--- src/rtl/id_ex_stage.sv ---
// ID/EX pipeline register feeding the ALU: captures decoded operands/control,
// resolves EX/MEM and MEM/WB forwarding, and flags load-use hazards.
module id_ex_stage #(
    parameter int XLEN   = 32,
    parameter int REG_AW = 5
) (
    input  logic              clk,
    input  logic              rst,
    input  logic              stall_e,
    input  logic              flush_e,
    input  logic              valid_d,
    input  logic [XLEN-1:0]   pc_d,
    input  logic [XLEN-1:0]   rd1_d,
    input  logic [XLEN-1:0]   rd2_d,
    input  logic [XLEN-1:0]   imm_d,
    input  logic [REG_AW-1:0] rs1_d,
    input  logic [REG_AW-1:0] rs2_d,
    input  logic [REG_AW-1:0] rd_d,
    input  logic [2:0]        alu_control_d,
    input  logic              alu_src_d,
    input  logic              reg_write_d,
    input  logic              mem_write_d,
    input  logic [1:0]        result_src_d,
    input  logic [REG_AW-1:0] rd_m,
    input  logic              reg_write_m,
    input  logic [XLEN-1:0]   alu_result_m,
    input  logic [REG_AW-1:0] rd_w,
    input  logic              reg_write_w,
    input  logic [XLEN-1:0]   result_w,
    output logic [XLEN-1:0]   src_a_e,
    output logic [XLEN-1:0]   src_b_e,
    output logic [2:0]        alu_control_e,
    output logic [XLEN-1:0]   write_data_e,
    output logic [XLEN-1:0]   pc_e,
    output logic [XLEN-1:0]   imm_e,
    output logic [REG_AW-1:0] rd_e,
    output logic              reg_write_e,
    output logic              mem_write_e,
    output logic              valid_e,
    output logic [1:0]        result_src_e,
    output logic              load_use_hazard
);

    logic [XLEN-1:0]   rd1_e;
    logic [XLEN-1:0]   rd2_e;
    logic [REG_AW-1:0] rs1_e;
    logic [REG_AW-1:0] rs2_e;
    logic              alu_src_e;
    logic [XLEN-1:0]   fa;
    logic [XLEN-1:0]   fb;

    // Newest producer wins; x0 is hardwired zero and never forwarded.
    function automatic logic [XLEN-1:0] forward(
        input logic [REG_AW-1:0] rs,
        input logic [XLEN-1:0]   reg_val,
        input logic              wen_m,
        input logic [REG_AW-1:0] dst_m,
        input logic [XLEN-1:0]   val_m,
        input logic              wen_w,
        input logic [REG_AW-1:0] dst_w,
        input logic [XLEN-1:0]   val_w
    );
        if (wen_m && (dst_m != '0) && (dst_m == rs))
            return val_m;
        else if (wen_w && (dst_w != '0) && (dst_w == rs))
            return val_w;
        else
            return reg_val;
    endfunction

    always_ff @(posedge clk) begin
        if (rst || flush_e) begin
            valid_e       <= 1'b0;
            reg_write_e   <= 1'b0;
            mem_write_e   <= 1'b0;
            result_src_e  <= '0;
            alu_control_e <= '0;
            alu_src_e     <= 1'b0;
            rd_e          <= '0;
            rs1_e         <= '0;
            rs2_e         <= '0;
            pc_e          <= '0;
            rd1_e         <= '0;
            rd2_e         <= '0;
            imm_e         <= '0;
        end else if (!stall_e) begin
            // An empty decode slot still moves data but never enables side effects.
            valid_e       <= valid_d;
            reg_write_e   <= reg_write_d & valid_d;
            mem_write_e   <= mem_write_d & valid_d;
            result_src_e  <= result_src_d;
            alu_control_e <= alu_control_d;
            alu_src_e     <= alu_src_d;
            rd_e          <= rd_d;
            rs1_e         <= rs1_d;
            rs2_e         <= rs2_d;
            pc_e          <= pc_d;
            rd1_e         <= rd1_d;
            rd2_e         <= rd2_d;
            imm_e         <= imm_d;
        end
    end

    always_comb begin
        fa = forward(rs1_e, rd1_e, reg_write_m, rd_m, alu_result_m,
                     reg_write_w, rd_w, result_w);
        fb = forward(rs2_e, rd2_e, reg_write_m, rd_m, alu_result_m,
                     reg_write_w, rd_w, result_w);
        src_a_e      = fa;
        write_data_e = fb;
        src_b_e      = alu_src_e ? imm_e : fb;
    end

    assign load_use_hazard = valid_e & reg_write_e & (result_src_e == 2'b01) &
                             (rd_e != '0) & valid_d &
                             ((rs1_d == rd_e) | (rs2_d == rd_e));

endmodule
--- config.mk ---
export PLATFORM = sky130hd
export DESIGN_NAME = id_ex_stage
export DESIGN_NICKNAME = d
export VERILOG_FILES = /design/src/rtl/id_ex_stage.sv
export SDC_FILE = /design/constraint.sdc
export NUM_CORES = 1
export LEC_CHECK = 0
export CORE_AREA = 4 4 157 159
export CTS_BUF_LIST = sky130_fd_sc_hd__clkbuf_8 sky130_fd_sc_hd__clkbuf_16
export DETAILED_ROUTE_END_ITERATION = 7
export DIE_AREA = 0 0 161 163
export HOLD_SLACK_MARGIN = 0.02
export PLACE_DENSITY = 0.7
export SYNTH_ARGS = -nofsm -noshare
export SYNTH_HDL_FRONTEND = slang
export SYNTH_SLANG_ARGS = --single-unit
--- constraint.sdc ---
create_clock -name clk -period 3.7 [get_ports clk]
set_clock_uncertainty 0.15 [all_clocks]
set_input_delay 0.74 -clock clk [delete_from_list [all_inputs] [get_ports clk]]
set_output_delay 0.74 -clock clk [all_outputs]
set_load 0.01 [all_outputs]
==> flow_metrics.env <==
export IMPL_cts_buffer_depth=2
export IMPL_start_util_pct=32.94
export IMPL_cp_end_kind="output port"
export IMPL_viasPerCell=4.938
export IMPL_root_buffer="clkbuf_16"
export IMPL_whs_path_depth=2
export IMPL_critPathMaxFanout=10
export IMPL_grt_total_usage_pct=24.19
export IMPL_drv_cap=0
export IMPL_required_ns=2.81
export IMPL_pre_cts_ws_ns=-0.7809
export IMPL_grt_pass1_wl_mm=49.05
export IMPL_crit_arrival_ns=2.77
export IMPL_die_x_microns=161
export IMPL_port_buffers=405
export IMPL_r2r_end="rs2_e[2]"
export IMPL_worst_pin_slew_ns=0.6128
export IMPL_worst_path_buf_inv=5
export IMPL_reg2reg_depth=2
export IMPL_die_height_microns=163
export IMPL_worstHoldEndpoint="rd2_e[15]"
export IMPL_pin_count=406
export IMPL_synth_area_sq_mm=0.007664
export IMPL_cpMaxStageDelayCell="or4_4"
export IMPL_final_core_util_pct=59.74
export IMPL_vdd_drop_max_mv=0.2954
export IMPL_pwr_density_cell_mw_per_mm2=321.7
export IMPL_dp_cells=1589
export IMPL_cp_cell_sequence="clkdlybuf4s50_1, o21ai_0, or4_4, buf_6, buf_16, buf_12, nor2_2, a21oi_1, dlygate4sd2_1"
export IMPL_crit_type="primary input to output port"
export IMPL_gp_congestion=0.8692
export IMPL_slew_limit_headroom_pct=59.14
export IMPL_final_common_cell="clkdlybuf4s50_1"
export IMPL_gr_total_overflow=0
export IMPL_grt_pass1_vias=8422
export IMPL_p_leak_nw=5.972
export IMPL_fin_ws_ns=0.04438
export IMPL_hold_viol=0
export IMPL_min_delay_path_class="flop to flop"
export IMPL_syn_inst=867
export IMPL_dp_hpwl_mm=23.08
export IMPL_dieArea_sq_mm=0.02624
export IMPL_cts_buffers=17
export IMPL_rows=56
export IMPL_final_cell_mix="clkdlybuf4s50_1 (297), nor2_1 (182), mux2i_1 (181), dfxtp_1 (151), buf_4 (68)"
export IMPL_drc=0
export IMPL_firstDrtPassIters=4
export IMPL_fin_nets=1561
export IMPL_cts_tree="done"
export IMPL_hold_start="rd2_e[15]"
export IMPL_status="finished, final reports clean"
export IMPL_postRouteAntennaNets=0
export IMPL_cpPeakStageDelay_ns=0.60
export IMPL_stdcell_count=1663
export IMPL_clkTransAtPathRegs_ns=0.07
export IMPL_wl_per_cell_microns=19.95
export IMPL_final_min_clock_period_ns=3.656
export IMPL_yosys_warnings=0
export IMPL_synth_edf_count=0
export IMPL_ys_flop_type="dfxtp_1"
export IMPL_ff2ff_setup_slack_ns=2.79
export IMPL_core_area_sq_mm=0.02326
export IMPL_synth_nets=1099
export IMPL_clk_latency_ns=0.42
export IMPL_worstReg2RegStart="rs2_e[2]"
export IMPL_avgSynthCellArea_sq_um=8.839
export IMPL_drtIter0Drc=390
export IMPL_finalCritPeriodShare_pct=98.80
export IMPL_startpoint_type="primary input"
export IMPL_slew_viol_final=0
export IMPL_finalSetupViolCount=0
export IMPL_synth_async_sr_flop_share_pct=0
export IMPL_antenna_found_initial=3
export IMPL_critical_path_top_delay_family="buffers and inverters"
export IMPL_htree_levels=4
export IMPL_crit_start="reg_write_m"
export IMPL_max_freq_ghz=0.2736
export IMPL_rsz0062_at_grt="true"
export IMPL_grt_start_max_net_pins=84
export IMPL_yosys_cell_types_count=30
export IMPL_syn_to_final_growth_pct=81.32
export IMPL_clkSinkCount=152
export IMPL_wirelength_mm=33.18
export IMPL_synth_seq_cells=152
export IMPL_ys_seq_area_share_pct=39.71
export IMPL_tns_ns=0
export IMPL_drive_gt1_share_pct=21.09
export IMPL_vias=8212
[repair_timing]
| item | CTS | global route |
|---|---|---|
| setup endpoints to repair | 96 | 57 |
| setup buffers | 29 | 4 |
| gates cloned | 9 | 1 |
| resized for setup | 323 | 61 |
| pin swaps | 37 | 21 |
| hold buffers | 0 | 0 |
[synth_stat cells (2+ instances only)]
cell type  number  area share [%]
or3_1          32             2.6
a22oi_1         2            0.20
o21ai_0        33             2.2
xor2_1          9             1.0
xnor2_1        21             2.4
clkbuf_1       35             1.7
or4_1           3            0.29
dfxtp_1       152              40
a21oi_1        33             2.2
inv_1          32             1.6
buf_6           3            0.44
mux2i_1       181              24
nor2_1        186             9.1
nand4_1         4            0.33
mux2_2         32             4.7
nor3_1         34             2.2
a31oi_1        33             2.7
nand3_1         2            0.13
clkbuf_2        3            0.20
buf_1          18            0.88
buf_2          10            0.65
[tightest hold or removal path, stage by stage, from the launching register on]
cell and delay, ns:
dfxtp_1 0.32, mux2i_1 0.06, nor2_1 0.07
[worst max path at each step]
| stage | to | cells after the start |
|---|---|---|
| 6_report | src_a_e[17] | 9 |
| 5_1_grt | src_b_e[7] | 11 |
| 4_1_cts | src_b_e[7] | 11 |
| 3_5_place_dp | src_b_e[31] | 8 |
| 3_3_place_gp | src_b_e[31] | 8 |
| 2_1_floorplan | src_b_e[10] | 6 |
[flip-flops by register name, summed over array words and instances (netlist names)]
| signal | flops |
|---|---|
| alu_control_e | 3 |
| reg_write_e | 1 |
| result_src_e | 2 |
| mem_write_e | 1 |
| rs2_e | 5 |
| rd2_e | 32 |
| imm_e | 32 |
| rd1_e | 32 |
| rs1_e | 5 |
| alu_src_e | 1 |
| valid_e | 1 |
| pc_e | 32 |
| rd_e | 5 |
[kinds of logic (layout without fill, tap and decap cells)]
| kind of cell | count (synthesis) | count (layout) | share of synthesized area, % |
|---|---|---|---|
| flip-flops | 152 | 152 | 39.71 |
| buffers and inverters | 102 | 577 | 5.551 |
| XOR/XNOR | 30 | 30 | 3.429 |
| other | 0 | 2 | 0 |
| AND/OR/NAND/NOR | 267 | 267 | 15.33 |
| multiplexers | 213 | 213 | 28.34 |
| AO/OA/AOI/OAI | 103 | 103 | 7.641 |
[power breakdown]
group | switching, mW | internal, mW
sequential | 0.0400 | 1.69
clock | 0.808 | 0.955
combinational | 0.399 | 0.578
[metrics by stage]
step                      instance area [sq um]  hold slack (ns)  total power [mW]
after CTS                                 13790           0.3448             4.503
after global routing                      13900           0.3701             4.652
final                                     13900           0.3415             4.470
after floorplan                            7664           0.3067             2.105
after detailed placement                  12500           0.3263             2.667
after global placement                    12500           0.3178             2.659
[layout make-up]
class | count | area (sq um)
repair buffers | 513 | 5119
inverters | 32 | 120.1
fillers | 2078 | 9366
multi-input cells | 613 | 4624
clock buffers | 17 | 425.4
diodes | 2 | 5.005
flip-flops and latches | 152 | 3044
well taps | 319 | 399.1
clock inverters | 15 | 158.9
[metal layers]
metal | wire length [microns] | global-route usage, % | vias up
li1 | - | - | 3919
met1 | 13050 | 27.76 | 3888
met2 | 16510 | 42.21 | 348
met3 | 2614 | 8.074 | 55
met4 | 994 | 8.569 | 2
met5 | 13 | 0 | -
Note: power is estimated with default switching activity, not from simulation.
